**config.mk**
```make
export PLATFORM = sky130hd
export DESIGN_NAME = column_scan_scheduler
export DESIGN_NICKNAME = d
export VERILOG_FILES = /design/src/rtl/display_pkg.sv /design/src/rtl/rotor_period_timer.sv /design/src/rtl/column_scan_scheduler.sv
export SDC_FILE = /design/constraint.sdc
export NUM_CORES = 1
export LEC_CHECK = 0
export ABC_AREA = 1
export CAP_MARGIN = 20
export CORE_MARGIN = 2
export CORE_UTILIZATION = 55
export DETAILED_ROUTE_END_ITERATION = 8
export GPL_TIMING_DRIVEN = 0
export PLACE_DENSITY = 0.81
export SLEW_MARGIN = 30
export SYNTH_ARGS = -nofsm -noshare
export SYNTH_HDL_FRONTEND = slang
export SYNTH_SLANG_ARGS = --single-unit
```
**constraint.sdc**
```tcl
create_clock -name clk_in -period 5.3 [get_ports clk_in]
set_clock_uncertainty 0.1 [all_clocks]
set_input_delay 1.325 -clock clk_in [delete_from_list [all_inputs] [get_ports clk_in]]
set_output_delay 1.325 -clock clk_in [all_outputs]
set_load 0.01 [all_outputs]
```
**src/rtl/display_pkg.sv**
```systemverilog
// rtl/display_pkg.sv - shared display geometry defaults and scan types
package display_pkg;
    localparam int DEFAULT_ROTATIONAL_RES = 256;
    localparam int DEFAULT_SCAN_RATE      = 32;
    localparam int DEFAULT_NUM_COLS       = 64;
    localparam int DEFAULT_NUM_ROWS       = 32;
    localparam int DEFAULT_RGB_RES        = 8;
    localparam int DEFAULT_PERIOD_W       = 32;

    typedef logic [$clog2(DEFAULT_ROTATIONAL_RES)-1:0] dtheta_t;

    typedef enum logic [1:0] {IDLE, SWEEP, WAIT} scan_state_t;
endpackage

```
**src/rtl/rotor_period_timer.sv**
```systemverilog
// rtl/rotor_period_timer.sv - rotor period measurement, angular slice timer and stall detect
module rotor_period_timer #(
    parameter int ROTATIONAL_RES = 256,
    parameter int PERIOD_W       = 32
) (
    input  logic                              clk,
    input  logic                              rst,
    input  logic                              index_pulse,
    output logic                              slice_start,
    output logic [$clog2(ROTATIONAL_RES)-1:0] dcount,
    output logic                              spinning,
    output logic                              stall
);
    localparam int RES_W = $clog2(ROTATIONAL_RES);

    logic [PERIOD_W-1:0] pcnt, pcnt_inc, period_q, slice_raw, slice_len, stimer;
    logic                armed, period_valid, pcnt_sat, restart, expiry;

    // pcnt_inc is the number of clocks since the previous pulse, so it is what gets latched
    assign pcnt_sat    = &pcnt;
    assign pcnt_inc    = pcnt_sat ? pcnt : pcnt + PERIOD_W'(1);
    assign slice_raw   = period_q >> RES_W;
    assign slice_len   = (slice_raw == '0) ? PERIOD_W'(1) : slice_raw;
    assign stall       = pcnt_sat && !index_pulse;
    assign restart     = index_pulse && armed;
    assign expiry      = period_valid && !stall && (stimer == slice_len - PERIOD_W'(1));
    assign slice_start = restart || expiry;
    assign spinning    = period_valid;

    always_ff @(posedge clk) begin
        if (rst) begin
            pcnt         <= '0;
            period_q     <= '0;
            stimer       <= '0;
            dcount       <= '0;
            armed        <= 1'b0;
            period_valid <= 1'b0;
        end else begin
            pcnt <= index_pulse ? '0 : pcnt_inc;

            // the first pulse after reset or stall only opens a measurement window
            if (index_pulse) begin
                armed <= 1'b1;
                if (armed) begin
                    period_q     <= pcnt_inc;
                    period_valid <= 1'b1;
                end
            end else if (stall) begin
                armed        <= 1'b0;
                period_valid <= 1'b0;
            end

            if (restart) begin
                stimer <= '0;
                dcount <= '0;
            end else if (expiry) begin
                stimer <= '0;
                if (!(&dcount)) begin
                    dcount <= dcount + RES_W'(1);
                end
            end else if (period_valid && !stall) begin
                stimer <= stimer + PERIOD_W'(1);
            end
        end
    end
endmodule

```
**src/rtl/column_scan_scheduler.sv**
```systemverilog
// rtl/column_scan_scheduler.sv - per-slice mirrored column pair sweep for the rotating display
// Optional PHASE_OFFSET_EN adds phase_offset_in, added to the slice count on dtheta_out.
module column_scan_scheduler
    import display_pkg::*;
#(
    parameter int ROTATIONAL_RES = DEFAULT_ROTATIONAL_RES,
    parameter int SCAN_RATE      = DEFAULT_SCAN_RATE,
    parameter int NUM_COLS       = DEFAULT_NUM_COLS,
    parameter int PERIOD_W       = DEFAULT_PERIOD_W
) (
    input  logic                              clk_in,
    input  logic                              rst_in,
    input  logic                              index_pulse_in,
    input  logic                              ready_in,
`ifdef PHASE_OFFSET_EN
    input  logic [$clog2(ROTATIONAL_RES)-1:0] phase_offset_in,
`endif
    output logic [$clog2(ROTATIONAL_RES)-1:0] dtheta_out,
    output logic [$clog2(SCAN_RATE)-1:0]      column_index1_out,
    output logic [$clog2(SCAN_RATE):0]        column_index2_out,
    output logic                              valid_out,
    output logic                              spinning_out,
    output logic                              overrun_out
);
    localparam int RES_W = $clog2(ROTATIONAL_RES);
    localparam int IDX_W = $clog2(SCAN_RATE);
    localparam int MIR_W = IDX_W + 1;
    localparam logic [IDX_W-1:0] LAST_IDX     = IDX_W'(SCAN_RATE - 1);
    localparam logic [MIR_W-1:0] FIRST_MIRROR = MIR_W'(NUM_COLS - 1);

    scan_state_t      state_q, state_d;
    logic [IDX_W-1:0] idx_q, idx_d;
    logic [MIR_W-1:0] mirror_q, mirror_d;
    logic             overrun_q, overrun_d;
    logic             slice_start, stall, spinning;
    logic [RES_W-1:0] dcount;

    rotor_period_timer #(
        .ROTATIONAL_RES(ROTATIONAL_RES),
        .PERIOD_W      (PERIOD_W)
    ) u_timer (
        .clk        (clk_in),
        .rst        (rst_in),
        .index_pulse(index_pulse_in),
        .slice_start(slice_start),
        .dcount     (dcount),
        .spinning   (spinning),
        .stall      (stall)
    );

    always_ff @(posedge clk_in) begin
        if (rst_in) begin
            state_q   <= IDLE;
            idx_q     <= '0;
            mirror_q  <= '0;
            overrun_q <= 1'b0;
        end else begin
            state_q   <= state_d;
            idx_q     <= idx_d;
            mirror_q  <= mirror_d;
            overrun_q <= overrun_d;
        end
    end

    // a new slice always restarts the sweep, dropping any pair still waiting for ready
    always_comb begin
        state_d   = state_q;
        idx_d     = idx_q;
        mirror_d  = mirror_q;
        overrun_d = overrun_q;
        if (stall) begin
            state_d = IDLE;
        end else if (slice_start) begin
            if (state_q == SWEEP) begin
                overrun_d = 1'b1;
            end
            state_d  = SWEEP;
            idx_d    = '0;
            mirror_d = FIRST_MIRROR;
        end else begin
            case (state_q)
                SWEEP: begin
                    if (ready_in) begin
                        if (idx_q == LAST_IDX) begin
                            state_d = WAIT;
                        end else begin
                            idx_d    = idx_q + IDX_W'(1);
                            mirror_d = mirror_q - MIR_W'(1);
                        end
                    end
                end
                IDLE, WAIT: begin
                end
                default: state_d = IDLE;
            endcase
        end
    end

`ifdef PHASE_OFFSET_EN
    logic [RES_W-1:0] phase_q;

    always_ff @(posedge clk_in) begin
        if (rst_in) begin
            phase_q <= '0;
        end else if (slice_start) begin
            phase_q <= phase_offset_in;
        end
    end

    assign dtheta_out = dcount + phase_q;
`else
    assign dtheta_out = dcount;
`endif

    assign valid_out         = (state_q == SWEEP);
    assign column_index1_out = idx_q;
    assign column_index2_out = mirror_q;
    assign spinning_out      = spinning;
    assign overrun_out       = overrun_q;
endmodule

```
==> results.txt <==
* Primary flip-flop cell chosen by synthesis mapping: dfxtp_1
* Post-Synthesis Mean Instance Area: 6.81 um^2
* HPWL after DPL: 12100 um
* Setup ws final: 1.61 ns
- The worst setup path is captured at a register.
- Leading post-synthesis cells by cell area: dfxtp_1 (34%), nand2_1 (13%), xor2_1 (7.4%)
* Max Slew Vio Count: 0
* Post-Synthesis Cell Area: 0.00661 mm^2
* Yosys top cell area share: 0.339
- Setup WS pre-CTS: 1.37 ns
- Clock tree synthesis found a total of 112 sinks.
- By instance count, the leading cell after synthesis is nand2_1.
- Routability-driven placement finished with a final weighted congestion of between 0.9 and 1.
- Of all cell types, the one taking the most synthesized area is dfxtp_1.
- Counting flops with a built-in enable in the synthesized netlist gives 0.
- Async S/R FF share, synth: 0
- Final count of hold timing violations: 0
- Pin placement for this block handled 26 I/O pins.
- Drt drc: 0
- The net count of the finished layout is 1016.
* Routed via count divided by cell count: 5.30
- The layout has 1054 filler cells.
- Worst slew margin: 0.586
* Antenna violations before repair: 0
- The cell count after synthesis came out at 970.
* Post-CTS setup buffer count: 0
- Setup violations remaining at the end of the flow were counted as 0.
- Full die area: between 0.01 and 0.015 mm^2
* Total iterations of the first detailed-routing run: 5
* Arrival @ worst endpoint: 3.84 ns
- Transition time at the pin with the least slew margin: 0.616 ns
- STA classifies the critical path startpoint as a register.
* Die Y: between 100 and 150 um
* Remaining antenna violation count after routing: 0
- Starting density of the core: 0.557
* Global route total overflow: 0
* IR Drop Worst-Case VDD: 0.000302 V
- The flow ran to the end, and the final reports show no timing, DRC or antenna violations.
- Maximum number of pins on one net before global-route repair: 21
- Static leakage: between 3 and 4 nW
* Achievable frequency: between 200 and 300 MHz
- Fin crit period: 3.69 ns
* Number of DRC markers in iteration 0: 542
- At the later pin of the worst-skew pair, clock insertion delay measures roughly 0.36 ns.
- In this run, post-CTS hold repair placed 0 buffers.
- Sum of routed wire length over all layers: 15800 um
* Number of antenna cells inserted: 0
- Max-cap violation count: 0
- In this run the worst path has a maximum fanout of 10.
- Total via count in the routed design: between 6000 and 7000
* PostCTS Resize Cnt: 0
- Seq/Total Area, Yosys: 0.339
* Top cells by instance count after synthesis: nand2_1 (234), nor2_1 (124), inv_1 (117)
* Synth unique cells: 44
* Worst min path class: reg -> reg
* Share of final-layout standard cells stronger than drive strength 1: 0.0871
- Post-DR wirelength/cell: 13.6 um
- Vias in the first global route: just under 6000
- Synthesis produced a netlist with a net count of 981.
* Die width: around 110 um
- The first global-routing pass estimated 26900 um of wire.
* TritonCTS clock tree: yes
- Power Dens Cells: 238 mW/mm^2
* Accumulated negative setup slack: 0 ns
- CTS clock-pin slew for the worst setup and hold paths: 0.07 ns
* Standard-cell row count: 40
- Synthesis-to-layout area growth: 11.1%
- Count of input and output buffers: 24
- Flops & latches, synth: 112
- At the worst endpoint, the required time is 5.45 ns.
* RSZ-0062 raised after global routing: no
- Total power draw: 1.75 mW
* Worst hold margin: 0.384 ns
- All-Layer GR Usage: 0.258
- The setup path with the least slack is of type reg -> reg.
- The tree is rooted in a clkbuf_16.
* H-tree Lvls: 3
- Dividing the final minimum period by the clock period gives 0.696.
- Clock tree synthesis inserted a total of 9 buffers.
- The total area inside the core boundary comes to 0.0119 mm^2.
* Yosys warning count: 0
- Deepest clock path buffer count: 2
## critical path: stages, from the launching register on
cell and delay [ns]:
dfxtp_1 0.51, nor2_4 0.10, nand2_2 0.10, nor2_2 0.06
nand3_4 0.12, nand2_2 0.09, inv_2 0.07, ha_1 0.22
nand3_2 0.16, nor3_4 0.35, nand3_2 0.16, nand2_1 0.11
nand2_1 0.06, nor3_1 0.25, nand3_1 0.14, nor2_2 0.20
nand3_4 0.22, nand2_2 0.20, buf_2 0.28, nor2_1 0.08
## cell families after synthesis
family | after synthesis | synth area share
AND/OR/NAND/NOR | 562 | 0.406
buffers and inverters | 138 | 0.0791
flip-flops | 112 | 0.339
AO/OA/AOI/OAI | 77 | 0.0644
XOR/XNOR | 74 | 0.0981
adder cells (fa/ha/maj) | 7 | 0.0132
## where the power goes
group | internal [mW] | switching (mW) | leakage (nW) | total [mW]
clock network | 0.376 | 0.348 | 0.151 | 0.725
logic | 0.0609 | 0.0931 | 2.19 | 0.154
registers | 0.857 | 0.0139 | 0.906 | 0.871
total | 1.29 | 0.455 | 3.25 | 1.75
## per-layer routing
layer,vias up,share of wire,global-route usage
li1,3172,-,-
met1,2759,0.46,0.329
met2,155,0.47,0.430
met3,42,0.041,0.0505
met4,0,0.034,0.103
met5,-,0,0
## sequential cells by signal (all words and copies together) (netlist names), named ones only
name               count
column_index1_out      5
u_timer.period_q      24
u_timer.spinning       1
overrun_out            1
u_timer.stimer        32
u_timer.pcnt          25
column_index2_out      6
u_timer.dcount         8
u_timer.armed          1
state_q                2
## layout by cell type (no fill, tap or decap), types with 19 or more instances in the layout
master	instances
nand4_1	24
dfxtp_1	112
inv_1	117
a21oi_1	36
o21ai_0	23
nor3_1	27
xor2_1	56
nand2_1	234
nor2_2	19
nor2_1	124
clkdlybuf4s50_1	24
nand3_1	63
## cell type report
class / instances / area, um^2 / area share
multi-input combinational: 720 / 3840 / 0.523
inverter: 124 / 465 / 0.0634
clock inverter: 7 / 87.6 / 0.0119
buffer: 14 / 57.6 / 0.00783
sequential: 112 / 2240 / 0.305
timing repair buffer: 24 / 240 / 0.0327
tap: 147 / 184 / 0.0250
clock buffer: 9 / 225 / 0.0307
## stage by stage
step / cell area (um^2) / util / std cells
CTS: 7350 / 0.619 / 1157
detailed placement: 7030 / 0.593 / 1141
floorplan: 6610 / - / 970
global route: 7350 / 0.619 / 1157
finish: 7350 / 0.619 / 1157
global placement: 7030 / 0.593 / 1141
## path summary, 6_finish.rpt
kind,slack [ns],depth (start not counted),startpoint,end
worst max register to register,1.61,19,u_timer.period_q[20]$_SDFFE_PP0P_,u_timer.stimer[15]$_SDFFE_PP0P_
worst min-delay path,0.38,2,register,register
worst max-delay path,1.61,19,u_timer.period_q[20]$_SDFFE_PP0P_,u_timer.stimer[15]$_SDFFE_PP0P_
worst min register to register,0.38,2,register,register
Power figures use the tool's default switching activity.
